**src/rtl/wordline_pkg.sv**
```systemverilog
// Shared definitions for the wordline sequencer.
//   wl_state_e     : sequencer FSM state encoding
//   cnt_width()    : width of the WL/PRE duration down-counter
//   addr_w_legal() : legal row-address widths (even, 2..10)
//   cycles_legal() : legal WL/PRE durations (1..255)
package wordline_pkg;

  typedef enum logic [1:0] {
    ST_IDLE      = 2'd0,
    ST_SETUP     = 2'd1,
    ST_ACTIVE    = 2'd2,
    ST_PRECHARGE = 2'd3
  } wl_state_e;

  // Counter must hold the larger of the two durations; it never wraps.
  function automatic int cnt_width(input int wl_cycles, input int pre_cycles);
    int m;
    m = (wl_cycles > pre_cycles) ? wl_cycles : pre_cycles;
    return $clog2(m + 1);
  endfunction

  function automatic bit addr_w_legal(input int w);
    return (w >= 2) && (w <= 10) && ((w % 2) == 0);
  endfunction

  function automatic bit cycles_legal(input int c);
    return (c >= 1) && (c <= 255);
  endfunction

endpackage

```
**src/rtl/wl_predecode.sv**
```systemverilog
// Two-level row decoder.
//   clk, rst_n : clock, async active-low reset
//   load       : capture addr/all into the group registers
//   addr       : row address (ADDR_W bits)
//   all        : broadcast; every group goes all-ones
//   wl_dec     : decoded rows (2**ADDR_W bits), AND of one bit per group
// The registered one-hot groups are the captured request: they hold the
// address from accept until the next accept.
module wl_predecode
  import wordline_pkg::*;
#(
  parameter int ADDR_W = 4
) (
  input  logic                 clk,
  input  logic                 rst_n,
  input  logic                 load,
  input  logic [ADDR_W-1:0]    addr,
  input  logic                 all,
  output logic [2**ADDR_W-1:0] wl_dec
);

  localparam int NG   = ADDR_W / 2;
  localparam int ROWS = 2 ** ADDR_W;

  logic [NG-1:0][3:0] grp_q, grp_d;
  logic               row_hit;
  logic [1:0]         sel;

  always_comb begin
    grp_d = grp_q;
    if (load) begin
      for (int g = 0; g < NG; g++) begin
        grp_d[g] = all ? 4'hF : (4'b0001 << addr[2*g +: 2]);
      end
    end
  end

  always_ff @(posedge clk or negedge rst_n) begin
    if (!rst_n) grp_q <= '0;
    else        grp_q <= grp_d;
  end

  // Final AND stage: row r is selected when every group has the bit
  // matching its own 2-bit slice of r.
  always_comb begin
    wl_dec  = '0;
    row_hit = 1'b0;
    sel     = 2'd0;
    for (int r = 0; r < ROWS; r++) begin
      row_hit = 1'b1;
      for (int g = 0; g < NG; g++) begin
        sel     = r[2*g +: 2];
        row_hit = row_hit & grp_q[g][sel];
      end
      wl_dec[r] = row_hit;
    end
  end

endmodule

```
**src/rtl/wordline_sequencer.sv**
```systemverilog
// Wordline access sequencer: IDLE -> SETUP -> ACTIVE -> PRECHARGE.
//   clk, rst_n        : clock, async active-low reset
//   req_valid/ready   : request handshake, accept when both high
//   req_addr, req_all : row address / broadcast, captured on accept
//   wl                : registered wordlines (2**ADDR_W)
//   pre_n             : registered bitline precharge, active-low
//   busy, done        : registered status; done = final PRECHARGE cycle
//
// state        | meaning
// ST_IDLE      | waiting, bitlines precharged, ready
// ST_SETUP     | one cycle, predecode holds new address, wl all-zero
// ST_ACTIVE    | wordline(s) high for WL_CYCLES
// ST_PRECHARGE | wl low, pre_n low for PRE_CYCLES; last cycle ready+done
module wordline_sequencer
  import wordline_pkg::*;
#(
  parameter int ADDR_W     = 4,
  parameter int WL_CYCLES  = 2,
  parameter int PRE_CYCLES = 1
) (
  input  logic                 clk,
  input  logic                 rst_n,
  input  logic                 req_valid,
  output logic                 req_ready,
  input  logic [ADDR_W-1:0]    req_addr,
  input  logic                 req_all,
  output logic [2**ADDR_W-1:0] wl,
  output logic                 pre_n,
  output logic                 busy,
  output logic                 done
);

  localparam int ROWS  = 2 ** ADDR_W;
  localparam int CNT_W = cnt_width(WL_CYCLES, PRE_CYCLES);
  localparam logic [CNT_W-1:0] WL_LOAD  = CNT_W'(WL_CYCLES);
  localparam logic [CNT_W-1:0] PRE_LOAD = CNT_W'(PRE_CYCLES);
  localparam logic [CNT_W-1:0] CNT_ONE  = CNT_W'(1);

  if (!addr_w_legal(ADDR_W)) begin : g_bad_addr_w
    $error("wordline_sequencer: ADDR_W must be even and in 2..10");
  end
  if (!cycles_legal(WL_CYCLES)) begin : g_bad_wl_cycles
    $error("wordline_sequencer: WL_CYCLES must be in 1..255");
  end
  if (!cycles_legal(PRE_CYCLES)) begin : g_bad_pre_cycles
    $error("wordline_sequencer: PRE_CYCLES must be in 1..255");
  end

  wl_state_e         state_q, state_d;
  logic [CNT_W-1:0]  cnt_q, cnt_d;
  logic [ROWS-1:0]   wl_q, wl_d;
  logic              pre_n_q, pre_n_d;
  logic              busy_q, busy_d;
  logic              done_q, done_d;
  logic              accept;
  logic [ROWS-1:0]   wl_dec;

  assign req_ready = (state_q == ST_IDLE) ||
                     ((state_q == ST_PRECHARGE) && (cnt_q == CNT_ONE));
  assign accept    = req_valid && req_ready;

  wl_predecode #(.ADDR_W(ADDR_W)) u_predecode (
    .clk    (clk),
    .rst_n  (rst_n),
    .load   (accept),
    .addr   (req_addr),
    .all    (req_all),
    .wl_dec (wl_dec)
  );

  always_comb begin
    state_d = state_q;
    cnt_d   = cnt_q;
    case (state_q)
      ST_IDLE: begin
        cnt_d = '0;
        if (accept) state_d = ST_SETUP;
      end
      ST_SETUP: begin
        state_d = ST_ACTIVE;
        cnt_d   = WL_LOAD;
      end
      ST_ACTIVE: begin
        if (cnt_q == CNT_ONE) begin
          state_d = ST_PRECHARGE;
          cnt_d   = PRE_LOAD;
        end else begin
          cnt_d = cnt_q - CNT_ONE;
        end
      end
      ST_PRECHARGE: begin
        if (cnt_q == CNT_ONE) begin
          state_d = accept ? ST_SETUP : ST_IDLE;
          cnt_d   = '0;
        end else begin
          cnt_d = cnt_q - CNT_ONE;
        end
      end
      default: begin
        state_d = ST_IDLE;
        cnt_d   = '0;
      end
    endcase

    // Outputs are decoded from the next state so they land in flops and
    // change exactly on the state-transition edge.
    wl_d    = (state_d == ST_ACTIVE) ? wl_dec : '0;
    pre_n_d = (state_d == ST_ACTIVE);
    busy_d  = (state_d != ST_IDLE);
    done_d  = (state_d == ST_PRECHARGE) && (cnt_d == CNT_ONE);
  end

  always_ff @(posedge clk or negedge rst_n) begin
    if (!rst_n) begin
      state_q <= ST_IDLE;
      cnt_q   <= '0;
      wl_q    <= '0;
      pre_n_q <= 1'b0;
      busy_q  <= 1'b0;
      done_q  <= 1'b0;
    end else begin
      state_q <= state_d;
      cnt_q   <= cnt_d;
      wl_q    <= wl_d;
      pre_n_q <= pre_n_d;
      busy_q  <= busy_d;
      done_q  <= done_d;
    end
  end

  assign wl    = wl_q;
  assign pre_n = pre_n_q;
  assign busy  = busy_q;
  assign done  = done_q;

endmodule

```
**config.mk**
```make
export PLATFORM = sky130hd
export DESIGN_NAME = wordline_sequencer
export DESIGN_NICKNAME = d
export VERILOG_FILES = /design/src/rtl/wordline_pkg.sv /design/src/rtl/wl_predecode.sv /design/src/rtl/wordline_sequencer.sv
export SDC_FILE = /design/constraint.sdc
export NUM_CORES = 1
export LEC_CHECK = 0
export CELL_PAD_IN_SITES_DETAIL_PLACEMENT = 1
export CELL_PAD_IN_SITES_GLOBAL_PLACEMENT = 2
export CORE_ASPECT_RATIO = 0.7
export CORE_MARGIN = 1.5
export CORE_UTILIZATION = 32
export CTS_CLUSTER_SIZE = 10
export DETAILED_ROUTE_END_ITERATION = 8
export PLACE_DENSITY_LB_ADDON = 0.1
export SYNTH_ARGS = -nofsm -noshare
export SYNTH_HDL_FRONTEND = slang
export SYNTH_SLANG_ARGS = --single-unit
```
**constraint.sdc**
```tcl
create_clock -name clk -period 1.75 [get_ports clk]
set_input_delay 0.35 -clock clk [delete_from_list [all_inputs] [get_ports clk]]
set_output_delay 0.35 -clock clk [all_outputs]
set_load 0.01 [all_outputs]
```
==> Yosys cells after proc, flatten, opt, wreduce, memory -nomap -nowiden <==
Cells that the tools add are included.
{ "word_totals": {"elab_cells": 51, "reg_bits": 31, "input_bits": 8, "out_inout_bits": 20} }
{ "classes": {"reduce_logical": 6, "mux": 11, "n_shift": 2, "eq_ne": 7, "n_addsub": 1, "bitwise_logic": 16} }
{ "op_table": {"columns": ["cell", "count"], "rows": [
  ["bitwise AND 1 bit", 16],
  ["2-to-1 mux 16 bit", 1],
  ["one-hot mux 2 bit (4 select lines)", 2],
  ["2-to-1 mux 2 bit", 5],
  ["== test 2 bit, second input constant", 4],
  ["2-to-1 mux 4 bit", 2],
  ["<< shifter 1 x 2 -> 4 bit, first input constant", 2],
  ["== test 2 x 1 -> 1 bit, second input constant", 3],
  ["logical AND 1 bit", 3],
  ["zero test 2 bit", 1],
  ["nonzero test 2 bit", 1],
  ["subtractor 2 x 1 -> 2 bit, second input constant", 1],
  ["logical OR 1 bit", 1],
  ["2-to-1 mux 1 bit", 1]
]} }

==> Depth between registers and ports, before layout <==
Gate-level depths: netlist (run 1).
{ "logic_depth": {"ltp_word": 9, "depth_mapped": 6, "ltp_nobuf": 5} }

==> Hierarchy <==
Synthesis (run 1) repeated with hierarchy kept, for this count alone.
{ "unflattened": {"hier_cells": 114, "area_unflattened_um2": 1386.3} }
{ "modules_own_cells": {"columns": ["mod", "seq_area_each_um2", "cells_per_inst", "area_each_um2", "instances"], "rows": [
  ["wordline_sequencer", 575.6, 64, 913.4, 1],
  ["wl_predecode", 200.2, 50, 473.0, 1]
]} }

==> Worst setup path after synthesis (run 1) <==
Ideal clock, no wire load.
{ "synth_timing": {"path_kind": "reg-to-reg", "from": "reg cnt_q[0]", "to": "reg u_predecode.grp_q[0] (netlist name)", "setup_slack_ns": 0.260, "path_buffers": 0, "required_time_ns": 1.625, "synth_period_minus_slack_ns": 1.490, "setup_time_ns": 0.125, "arrival_ns": 1.365, "stages_incl_launch_ff": 5, "path_cell_list": "dfrtp_1 -> ha_1 -> a21bo_2 -> nand3_2 -> mux2_2"} }
{ "synth_via": {"elab_chain_cells": 4} }
{ "synth_rtl": {"columns": ["element", "line_no", "text"], "rows": [
  ["start, declared", "wordline_sequencer.sv:50", "logic [CNT_W-1:0] cnt_q, cnt_d;"],
  ["start signal, assigned", "wordline_sequencer.sv:123", "cnt_q <= cnt_d;"],
  ["== test 2 x 1 -> 1 bit", "wordline_sequencer.sv:59", "((state_q == ST_PRECHARGE) && (cnt_q == CNT_ONE));"],
  ["logical AND 1 bit", "wordline_sequencer.sv:59", null],
  ["logical OR 1 bit", "wordline_sequencer.sv:58", "assign req_ready = (state_q == ST_IDLE) ||"],
  ["logical AND 1 bit", "wordline_sequencer.sv:60", "assign accept = req_valid && req_ready;"],
  ["end signal, assigned", "wl_predecode.sv:40", "else grp_q <= grp_d;"],
  ["end, declared", "wl_predecode.sv:25", "logic [NG-1:0][3:0] grp_q, grp_d;"]
]} }
No other way between the ends.
A chain may end at the register's enable or synchronous reset.

==> Worst setup path in the final report (run 1) <==
{ "layout_timing": {"from": "reg cnt_q[1]", "to": "out req_ready"} }
{ "layout_via": {"elab_chain_cells": 3} }
{ "layout_rtl": {"columns": ["element", "line_no", "text"], "rows": [
  ["== test 2 x 1 -> 1 bit", "wordline_sequencer.sv:59", null],
  ["logical AND 1 bit", "wordline_sequencer.sv:59", null],
  ["logical OR 1 bit", "wordline_sequencer.sv:58", null],
  ["end, declared", "wordline_sequencer.sv:24", "output logic req_ready,"]
]} }
No other way between the ends.

==> results of run 1 <==
metal layers:
layer / up-vias / GRT usage (%) / part of all wire (%)
met5: - / 0 / 0
met4: 0 / 8.33 / 2.4
met3: 7 / 6.17 / 7.0
met2: 24 / 20.5 / 42
met1: 419 / 17.4 / 48
li1: 398 / - / -
worst reg2reg max path, stage by stage, from the launching register on:
cell and delay (ns):
dfrtp_1 0.35, inv_1 0.06, ha_2 0.18, a21bo_2 0.22, buf_4 0.13, nand3_2 0.20
mux2_2 0.37
through the flow:
step / cells / area [sq um] / setup slack [ns] / power, mW / util, %
4_1_cts: 183 / 1690 / 0.00867 / 3.20 / 47.1
3_3_place_gp: 175 / 1570 / -0.0163 / 2.43 / 43.9
3_5_place_dp: 175 / 1570 / -0.0385 / 2.47 / 43.9
6_report: 185 / 1710 / 0.0291 / 3.22 / 47.6
5_1_grt: 185 / 1710 / -0.0249 / 3.44 / 47.6
2_1_floorplan: 94 / 1220 / 0.260 / 1.89 / -
final timing paths:
path                                                   from                                to
min                                                   rst_n                    done$_DFF_PN0_
min reg2reg                u_predecode.grp_q[7]$_DFFE_PN0P_                  wl[14]$_DFF_PN0_
max in group asynchronous                             rst_n  u_predecode.grp_q[3]$_DFFE_PN0P_
max                                      cnt_q[1]$_DFF_PN0_                         req_ready
min in group clk           u_predecode.grp_q[7]$_DFFE_PN0P_                  wl[14]$_DFF_PN0_
max reg2reg                              cnt_q[1]$_DFF_PN0_  u_predecode.grp_q[1]$_DFFE_PN0P_
flip-flops by register name (all words and copies together), names as in the netlist:
register	flops
wl	16
u_predecode.grp_q	8
cnt_q	2
state_q	2
busy	1
done	1
pre_n	1
layout make-up:
class	instances	area [sq um]	area share, %
sequential	31	776	45.5
multi-input combinational	52	390	22.9
timing repair buffer	35	325	19.1
clock buffer	6	82.6	4.84
tap	50	62.6	3.67
clock inverter	2	35.0	2.05
inverter	9	33.8	1.98
logic make-up after synthesis:
group                      share of synthesized area [%]
buffers and inverters                               4.62
DFF                                                 63.7
AOI/OAI and AO/OA                                   6.78
muxes                                               6.99
adders and majority gates                           2.06
and+or+nand+nor                                     15.1
xor gates and xnor gates                           0.720
synthesized netlist by cell type (all sizes together):
| cell type | instances |
|---|---|
| and3 | 16 |
| nand2b | 1 |
| nand3 | 1 |
| a21bo | 1 |
| nand2 | 4 |
| and4b | 1 |
| mux2 | 4 |
| dfrtp | 31 |
| and2 | 1 |
| mux2i | 4 |
| o21a | 1 |
| inv | 9 |
| o21bai | 4 |
| or3b | 1 |
| o21ai | 2 |
| xor2 | 1 |
| nor3b | 1 |
| ha | 2 |
| a21oi | 5 |
| buf | 2 |
| nor2 | 2 |
power by group through the flow:
stage | Clock, mW | Sequential, mW | Combinational [mW]
floorplan | 0 | 1.23 | 0.660
global placement | 0 | 1.20 | 1.23
detailed placement | 0 | 1.22 | 1.25
CTS | 0.748 | 1.21 | 1.24
global route | 0.791 | 1.25 | 1.40
finish | 0.734 | 1.21 | 1.28
timing repair:
action                                 in CTS  in global routing
pin swaps                                   0                  1
endpoints found under the hold margin       0                  0
setup endpoints to repair                   1                  1
setup buffers                               0                  2
resized for setup                           5                  1
==> flow_summary_export.csv, run 1 <==
group,metric,value,unit
status,status,"complete, no violations",
power_and_ir_drop,p_sw,1.02,mW
clocking,cts_buffers,5,
yosys,ys_warn_count,0,
worst_setup_path,critPathMaxStageDelay,0.35,ns
sta,setup_viol,0,
cells_and_area,mostFrequentLayoutCells,"dfrtp_1 (31), clkdlybuf4s50_1 (26), and3_1 (16)",
worst_setup_path,required,1.40,ns
yosys,syn_area,1220,sq um
sta,final-hold-violation-count,0,
worst_setup_path,path_class,"flip-flop to output pin",
floorplanning,fp.dieH,54.6,microns
yosys,ys_ff_latch,31,
cells_and_area,final.fill_count,376,
grt,grt_max_degree,32,
worst_setup_path,cp.arrival,1.37,ns
grt,antenna_found_initial,0,
worst_setup_path,crit_chain,"inv_1 -> ha_2 -> a21bo_2 -> and2_4 -> buf_2",
yosys,synth_area_leaders,"dfrtp_1 (64%), and3_1 (8.2%), mux2_2 (3.7%), mux2i_1 (3.3%), inv_1 (2.8%)",
power_and_ir_drop,p_int,2.20,mW
clocking,cts_buffer_depth,2,
worst_setup_path,worst-path-buf-inv,2,
floorplanning,die_w,76.7,microns
sta,slew_violations,0,
grt,overflow,0,
yosys,syn_avg_cell_area,13.0,sq um
clocking,clock_latency,0.29,ns
cells_and_area,syn_to_final_growth,40.1,%
flow_run,max_cap_violations,0,
route,via_per_inst,4.58,
cells_and_area,drive_gt1_share,20.7,%
sta,fin_hold_ws,0.457,ns
grt,grt_pass1_wl,4120,microns
grt,grt_usage,14.0,%
yosys,ys_seq_area_share,63.7,%
route,wire_per_inst,14.0,microns
grt,grt_pass1_vias,814,
power_and_ir_drop,p_clk_share,22.8,%
worst_setup_path,r2r_cells,6,
floorplanning,num_rows,18,
cells_and_area,nNetsFinal,144,
cells_and_area,antenna_cells,0,
route,dr.pass1.iters,3,
min_path,hp-class,"input port to asynchronous set/reset pin",
sta,layout_min_cycle_time,1.72,ns
route,drt_wl_total,2580,microns
floorplanning,io_pins,28,
sta,worst_slew_pin_slew,0.388,ns
worst_setup_path,slowest_stage,"dfrtp_1",
clocking,htreeDepth,2,
route,ant_nets,0,
clocking,cts.hold.buffers_added,0,
sta,timing.final.crit_share,98.3,%
clocking,cts_tree,"done",
placed_design,io_buffers,27,
power_and_ir_drop,combinationalPowerShare,39.8,%
worst_setup_path,critPathMaxFanout,3,
yosys,synth_top_area_share,63.7,%
worst_setup_path,critical_path.top_delay_family,"flip-flops",
route,drc_errors,0,
clocking,cts.clk_slew.worst_paths,0.07,ns
floorplanning,core_area,3580,sq um
floorplanning,start_util,34.0,%
cells_and_area,final_common_cell,"dfrtp_1",
yosys,ys_types,22,
yosys,postSynthCellCount,94,
sta,max_slew_margin,74.1,%
route,drt_iter0_markers,38,
placed_design,dp_hpwl,1800,microns
sta,final.setup.tns,0,ns
route,vias,848,
power_and_ir_drop,peakVddDrop,0.927,mV
clocking,cts-root-buf,"clkbuf_8",
power_and_ir_drop,switching_share,31.8,%
yosys,yosysTopAreaCell,"dfrtp_1",
worst_setup_path,start_kind,"flip-flop",
clocking,clock_sinks,31,
sta,max_freq,581,MHz
worst_setup_path,path_depth,5,
sta,skew,0.00497,ns
floorplanning,die-area,4190,sq um
worst_setup_path,r2r_slack,0.13,ns
power_and_ir_drop,seq_power_share,37.5,%
worst_setup_path,crit_path_end_kind,"output pin",
power_and_ir_drop,p_leak,0.863,nW
yosys,synth_nets,104,
placed_design,place.gp.congestion,0.719,
power_and_ir_drop,power.density,1890,nW/um^2
Power figures use the tool's default switching activity.
==> run 2: changes to the inputs <==
CAP_MARGIN = 20   (was default)
==> results of run 2 <==
No change in the layout: final DEF, timing and power equal those of run 1.
